## src/rtl/control_unit_types_pkg.sv

```systemverilog
// Control-unit types: hazard sequencer state encoding.
package control_unit_types_pkg;

    typedef enum logic {
        RUN    = 1'b0,
        HALTED = 1'b1
    } hz_state_t;

endpackage

```

## src/rtl/cpu_types_pkg.sv

```systemverilog
// Shared CPU datapath types: register index and machine word.
package cpu_types_pkg;

    localparam int unsigned REG_W  = 5;
    localparam int unsigned WORD_W = 32;

    typedef logic [REG_W-1:0]  regbits_t;
    typedef logic [WORD_W-1:0] word_t;

    localparam word_t WORD_MAX = '1;

endpackage

```

## src/rtl/pipeline_hazard_ctrl_perf_counter.sv

```systemverilog
// Saturating 32-bit event counter for the hazard controller's perf outputs.
// Built only when HAZARD_PERF_EN is defined.
`ifdef HAZARD_PERF_EN
module hazard_perf_counter
    import cpu_types_pkg::*;
(
    input  logic        CLK,
    input  logic        nRST,
    input  logic        inc,
    output logic [31:0] cnt
);

    word_t cnt_q, cnt_d;

    always_comb begin
        cnt_d = cnt_q;
        if (inc && (cnt_q != WORD_MAX)) begin
            cnt_d = cnt_q + WORD_W'(1);
        end
    end

    always_ff @(posedge CLK or negedge nRST) begin
        if (!nRST) begin
            cnt_q <= '0;
        end else begin
            cnt_q <= cnt_d;
        end
    end

    assign cnt = cnt_q;

endmodule
`endif

```

## src/rtl/pipeline_hazard_ctrl.sv

```systemverilog
// Pipeline register sequencer: per-stage enables/flushes from cache hits, load-use, redirects and halt.
// Define HAZARD_PERF_EN to add the stall_cnt / flush_cnt performance counters.
module pipeline_hazard_ctrl
    import cpu_types_pkg::*;
    import control_unit_types_pkg::*;
#(
    parameter int unsigned REGW = 5
) (
    input  logic            CLK,
    input  logic            nRST,
    input  logic            ihit,
    input  logic            dhit,
    input  logic            mem_dREN,
    input  logic            mem_dWEN,
    input  logic            mem_halt,
    input  logic            ex_dREN,
    input  logic            ex_RegWEN,
    input  logic [REGW-1:0] ex_rt,
    input  logic [REGW-1:0] id_rs,
    input  logic [REGW-1:0] id_rt,
    input  logic            br_taken,
    output logic            pc_en,
    output logic            ifid_en,
    output logic            idex_en,
    output logic            exmem_en,
    output logic            memwb_en,
    output logic            ifid_flush,
    output logic            idex_flush,
    output logic            exmem_flush,
    output logic            dmem_mask,
`ifdef HAZARD_PERF_EN
    output logic [31:0]     stall_cnt,
    output logic [31:0]     flush_cnt,
`endif
    output logic            halt
);

    hz_state_t state_q, state_d;
    logic      dmem_done_q, dmem_done_d;
    logic      halt_q, halt_d;

    logic mem_acc_c, mem_ok_c, advance_c, load_use_c, run_c;

    // Hazard terms; advance only exists while running and out of reset
    always_comb begin
        run_c      = nRST && (state_q == RUN);
        mem_acc_c  = mem_dREN | mem_dWEN;
        mem_ok_c   = ~mem_acc_c | dhit | dmem_done_q;
        advance_c  = run_c & ihit & mem_ok_c;
        load_use_c = ex_dREN & ex_RegWEN & (ex_rt != '0)
                   & ((ex_rt == id_rs) | (ex_rt == id_rt));
    end

    always_comb begin
        state_d     = state_q;
        dmem_done_d = dmem_done_q;
        halt_d      = halt_q;
        pc_en       = 1'b0;
        ifid_en     = 1'b0;
        idex_en     = 1'b0;
        exmem_en    = 1'b0;
        memwb_en    = 1'b0;
        ifid_flush  = 1'b0;
        idex_flush  = 1'b0;
        exmem_flush = 1'b0;
        dmem_mask   = 1'b0;

        case (state_q)
            RUN: begin
                dmem_mask = dmem_done_q;
                if (advance_c) begin
                    dmem_done_d = 1'b0;
                    exmem_en    = 1'b1;
                    memwb_en    = 1'b1;
                    idex_en     = 1'b1;
                    // Redirect squashes the younger instructions, so a load-use bubble is moot
                    if (br_taken) begin
                        pc_en       = 1'b1;
                        ifid_en     = 1'b1;
                        ifid_flush  = 1'b1;
                        idex_flush  = 1'b1;
                        exmem_flush = 1'b1;
                    end else if (load_use_c) begin
                        idex_flush  = 1'b1;
                    end else begin
                        pc_en       = 1'b1;
                        ifid_en     = 1'b1;
                    end
                    if (mem_halt) begin
                        state_d = HALTED;
                        halt_d  = 1'b1;
                    end
                end else if (mem_acc_c && dhit && !ihit) begin
                    dmem_done_d = 1'b1;
                end
            end
            HALTED: begin
                dmem_done_d = 1'b0;
                halt_d      = 1'b1;
            end
            default: begin
                state_d = RUN;
            end
        endcase

        if (!nRST) begin
            pc_en       = 1'b0;
            ifid_en     = 1'b0;
            idex_en     = 1'b0;
            exmem_en    = 1'b0;
            memwb_en    = 1'b0;
            ifid_flush  = 1'b0;
            idex_flush  = 1'b0;
            exmem_flush = 1'b0;
            dmem_mask   = 1'b0;
        end
    end

    always_ff @(posedge CLK or negedge nRST) begin
        if (!nRST) begin
            state_q     <= RUN;
            dmem_done_q <= 1'b0;
            halt_q      <= 1'b0;
        end else begin
            state_q     <= state_d;
            dmem_done_q <= dmem_done_d;
            halt_q      <= halt_d;
        end
    end

    assign halt = halt_q;

`ifdef HAZARD_PERF_EN
    logic stall_inc_c, flush_inc_c;

    // A load-use bubble counts as a stall even though the back end advances
    always_comb begin
        stall_inc_c = run_c & (~advance_c | (load_use_c & ~br_taken));
        flush_inc_c = advance_c & br_taken;
    end

    hazard_perf_counter u_stall_cnt (
        .CLK  (CLK),
        .nRST (nRST),
        .inc  (stall_inc_c),
        .cnt  (stall_cnt)
    );

    hazard_perf_counter u_flush_cnt (
        .CLK  (CLK),
        .nRST (nRST),
        .inc  (flush_inc_c),
        .cnt  (flush_cnt)
    );
`endif

endmodule

```

## config.mk

```make
export PLATFORM = sky130hd
export DESIGN_NAME = pipeline_hazard_ctrl
export DESIGN_NICKNAME = d
export VERILOG_FILES = /design/src/rtl/control_unit_types_pkg.sv /design/src/rtl/cpu_types_pkg.sv /design/src/rtl/pipeline_hazard_ctrl_perf_counter.sv /design/src/rtl/pipeline_hazard_ctrl.sv
export SDC_FILE = /design/constraint.sdc
export NUM_CORES = 1
export LEC_CHECK = 0
export ABC_AREA = 1
export BUFFER_PORTS_ARGS = -buffer_cell sky130_fd_sc_hd__buf_4
export CORE_AREA = 5 5 42 44
export CTS_BUF_LIST = sky130_fd_sc_hd__clkbuf_4
export DETAILED_ROUTE_END_ITERATION = 6
export DIE_AREA = 0 0 47 49
export MAX_ROUTING_LAYER = met4
export PLACE_DENSITY = 0.77
export SLEW_MARGIN = 30
export SYNTH_ARGS = -nofsm -noshare
export SYNTH_HDL_FRONTEND = slang
export SYNTH_HIERARCHICAL = 1
export SYNTH_SLANG_ARGS = --single-unit
```

## constraint.sdc

```tcl
create_clock -name CLK -period 1.4 [get_ports CLK]
set_clock_uncertainty 0.1 [all_clocks]
set_input_delay 0.21 -clock CLK [delete_from_list [all_inputs] [get_ports CLK]]
set_output_delay 0.21 -clock CLK [all_outputs]
set_load 0.01 [all_outputs]
```

Yosys cells after proc, flatten, opt, wreduce, memory -nomap -nowiden
Index checks and enable logic that the tools add are counted.
Cells by class
  add/sub/neg operators: 0
  div/mod/pow operators: 0
  shift operators: 0
  $mul: 0
  bitwise operators: 11
  $lt $le $gt $ge: 0
  mux-type cells: 28
  equality and inequality tests: 5
  reductions and logical operators: 6
Operators by type and width (number)
  2-to-1 mux 1 bit: 26
  == test 5 bit: 2
  AND 1 bit: 5
  nonzero test 5 bit: 1
  != test 2 bit (second input constant): 2
  OR 1 bit: 4
  case mux 1 bit (2 select lines): 2
  logical AND 1 bit: 3
  != test 3 x 2 -> 1 bit (second input constant): 1
  inverter 1 bit: 2
  AND reduction 2 bit: 1
  logical NOT 1 bit: 1
Storage, ports and cells
  output and inout bits: 10
  memory bits (writable): 0
  input bits: 25
  memories kept: 0
  bits in registers: 3
  bits in read-only memories: 0
  latch bits: 0
  logic and storage cells: 53

Depth between registers and ports, before layout
  word-level depth: 8
  gate-level depth with buffers: 10
  mapped depth without buffers: 9

Least setup slack after synthesis
OpenSTA, ideal clock, no wires.
  kind: register to output
  start point: register state_q
  end point: output port pc_en
  path slack: -136 ps
  arrival time: 1226 ps
  buffers on the path: 1
  cell stages (with the launch flop): 7
  data required time: 1090 ps
  cells stage by stage: dfrtp_1 > inv_1 > nand3_1 > a31oi_4 > nand2_1 > nand2_1 > buf_4
On the way
  cells in the longest elaborated chain, start to end: 7
Ends and longest elaborated chain
  start: declaration: RTL line pipeline_hazard_ctrl.sv:38  | hz_state_t state_q, state_d;
  start signal: assignment: RTL line pipeline_hazard_ctrl.sv:125  | state_q <= state_d;
  inverter 1 bit
  logical AND 1 bit: RTL line pipeline_hazard_ctrl.sv:46  | run_c = nRST && (state_q == RUN);
  AND 1 bit (2 in series): RTL line pipeline_hazard_ctrl.sv:49  | advance_c = run_c & ihit & mem_ok_c;
  2-to-1 mux 1 bit
  2-to-1 mux 1 bit (*) (2 in series)
  end: declaration: RTL line pipeline_hazard_ctrl.sv:22  | output logic pc_en,
Mark *: on every way between the ends. The rest lies on a longest branch, timed or not.

Final worst setup path
  start point: register state_q
  end point: output port ifid_en
On the way
  cells in the longest elaborated chain, start to end: 7
Ends and longest elaborated chain
  inverter 1 bit
  logical AND 1 bit: RTL line pipeline_hazard_ctrl.sv:46
  AND 1 bit (2 in series): RTL line pipeline_hazard_ctrl.sv:49
  2-to-1 mux 1 bit: RTL line pipeline_hazard_ctrl.sv:71  | if (advance_c) begin
  2-to-1 mux 1 bit (*): RTL line pipeline_hazard_ctrl.sv:68  | case (state_q)
  2-to-1 mux 1 bit (*): RTL line pipeline_hazard_ctrl.sv:106  | if (!nRST) begin
  end: declaration: RTL line pipeline_hazard_ctrl.sv:23  | output logic ifid_en,
Marks and branches as above.

==> impl_metrics.py <==
metrics = {
    "run_status": {
        "status": "complete, but fails checks",
        "violations": "negative setup slack",
    },
    "setup_path": {
        "worstSetupEndpointType": "output pin",
        "crit_arrival_ns": 1.27,
        "reg2reg_depth": 6,
        "start_kind": "register",
        "path_max_fanout": 6,
        "timing.rr.start": "dmem_done_q",
        "reg2reg_setup_slack_ns": 0.12,
        "r2r-end": "halt",
        "crit_type": "reg -> out",
        "critPathRequiredTime_ns": 1.09,
    },
    "timing": {
        "fmax_mhz": 632,
        "relSlewSlack_pct": 85.4,
        "setup_viol": 8,
        "rsz0062_at_grt": "true",
        "worst_pin_slew_ns": 0.219,
        "hold_viol_final": 0,
        "fin_crit_sh_pct": 113,
        "setup_ws_ns": -0.181,
        "period_needed_ns": 1.58,
        "slew_violations": 0,
    },
    "detailed_routing": {
        "drc": 0,
        "first_pass_iters": 4,
        "viasPerCell": 4.24,
        "via_count": 564,
        "ant_nets": 0,
        "wirelength_mm": 1.22,
        "initialDrtViolationCount": 7,
        "wl_per_cell_um": 9.16,
    },
    "power_and_ir_drop": {
        "ir_worst_vdd_uv": 381,
        "p_per_area_mw_per_mm2": 499,
        "p_leak_nw": 0.466,
        "power_w": 0.000381,
    },
    "clock_tree": {
        "cts_made_buffers": 3,
        "cts_buffer_depth": 2,
        "clk_pin_slew_ns": 0.04,
        "root_buffer": "clkbuf_4",
        "h-tree-depth": 1,
        "cts_tree": "done",
        "cts.sinks": 3,
        "clk-insertion-delay-late_ns": 0.24,
    },
    "floorplan": {
        "start_util_pct": 29.9,
        "dieWidth_um": 47,
        "die_area_mm2": 0.00230,
        "fp.dieH_um": 49,
        "ioPinCount": 35,
        "core_mm2": 0.00140,
        "rows": 14,
    },
    "synthesis": {
        "syn_avg_cell_area_um2": 5.44,
        "yosysTopAreaCellShare_pct": 24.2,
        "synth_top_area_cell": "nand2_1",
        "syn_area_um2": 419,
        "yosys_warnings": 6,
        "ys_seq_elements": 3,
        "yosys-top-cells-area": "nand2_1, dfrtp_1, inv_1, nor2_1, buf_4",
        "synth_cells": 77,
        "yosysUniqueCellTypes": 14,
        "ys_seq_area_share_pct": 17.9,
        "syn-num-nets": 102,
    },
    "worst_hold_path": {
        "worst_hold_path_type": "in -> reg",
        "holdPathStages": 3,
        "hp-start": "mem_halt",
        "holdPathEnd": "state_q",
    },
    "final_layout": {
        "design_area_um2": 763,
        "final_cell_mix": "buf_4, nand2_1, inv_1",
        "drive_gt1_share_pct": 44.4,
        "antenna_cells": 0,
        "syn_to_final_growth_pct": 82.1,
        "final_common_cell": "buf_4",
        "nets": 143,
    },
    "flow_run": {
        "drv_cap": 0,
    },
    "place": {
        "place_hpwl_mm": 1.01,
        "port_buffers": 34,
        "place_area_um2": 689,
        "gp_congestion": 0.727,
        "pre_cts_slack_ns": 0.00544,
    },
    "grt": {
        "grt_pass1_wl_mm": 2.07,
        "grt_usage_pct": 12.3,
        "grt_max_degree": 7,
        "grt_pass1_vias": 534,
        "grt_antenna_before_repair": 0,
        "grt_overflow": 0,
    },
}
-- layout make-up --
cell class / instances / area (um2)
clock buffer: 4 / 30.0
fill: 147 / 638
inverter: 17 / 63.8
multi-input combinational: 53 / 260
sequential: 3 / 75.1
tap: 16 / 20.0
timing repair buffer: 40 / 314
-- worst max-delay path, cell delays in order, from the launching register on --
cell and delay (ns):
dfrtp_1 0.37, inv_2 0.07, nand3_2 0.07, a31oi_4 0.22, nand2_2 0.11, nand2_2 0.07, buf_4 0.12
-- repair_timing --
| item | CTS | global route |
|---|---|---|
| hold endpoints to repair | 3 | 0 |
| pin swaps | 2 | 2 |
| hold buffers | 1 | 0 |
| endpoints found under the setup margin | 8 | 9 |
| resized for setup | 2 | 1 |
| buffers inserted | 2 | 2 |
-- worst max-delay path by stage --
stage / startpoint / to
final: state_q / ifid_en
after floorplan: state_q / pc_en
after CTS: state_q / ifid_en
after global placement: mem_dWEN / idex_flush
after global routing: state_q / idex_flush
after detailed placement: mem_dWEN / idex_flush
-- report_power, final --
part	switching (W)	internal [W]
clock network	0.0000527	0.000127
logic	0.0000476	0.0000665
registers	0	0.0000871
total	0.000100	0.000280
-- state kept, by name, summed over array words and instances, names as in the netlist --
register,cells
state_q,1
dmem_done_q,1
halt,1
-- per-layer routing --
layer | global-route usage, % | part of all wire (%) | up-vias | wire length, um
met5 | - | 0 | - | 0
met4 | 5.53 | 1.8 | 0 | 22
met3 | 2.58 | 7.4 | 4 | 90
met2 | 20.1 | 55 | 21 | 664
met1 | 13.7 | 36 | 238 | 441
li1 | - | - | 301 | -
-- cells in the mapped netlist --
library cell,number
nand2_2,2
nand4_1,1
a21oi_1,1
inv_1,17
a31oi_4,1
buf_4,4
nor3_1,1
or2_4,1
or2_1,1
dfrtp_1,3
nand3_1,5
nand2_1,27
xnor2_1,2
nor2_1,11
-- metrics by stage --
| step | cells | hold WS (ns) | setup TNS (ns) | utilization (%) |
|---|---|---|---|---|
| floorplan | 77 | -0.186 | -0.0316 | - |
| global placement | 125 | -0.0892 | 0 | 49.2 |
| detailed placement | 125 | -0.0857 | 0 | 49.2 |
| CTS | 132 | 0.0898 | -1.32 | 53.7 |
| global route | 133 | 0.110 | -2.04 | 54.5 |
| finish | 133 | 0.0947 | -1.28 | 54.5 |
-- logic make-up (layout without fill, tap and decap cells) --
kind of cell / Yosys count / in the layout / synth area share (%)
buf+inv: 21 / 61 / 22.4
compound gates: 2 / 2 / 6.27
xor+xnor: 2 / 2 / 4.18
simple gates: 49 / 49 / 49.3
flops: 3 / 3 / 17.9
No activity file was read; power rests on OpenSTA's default activity.
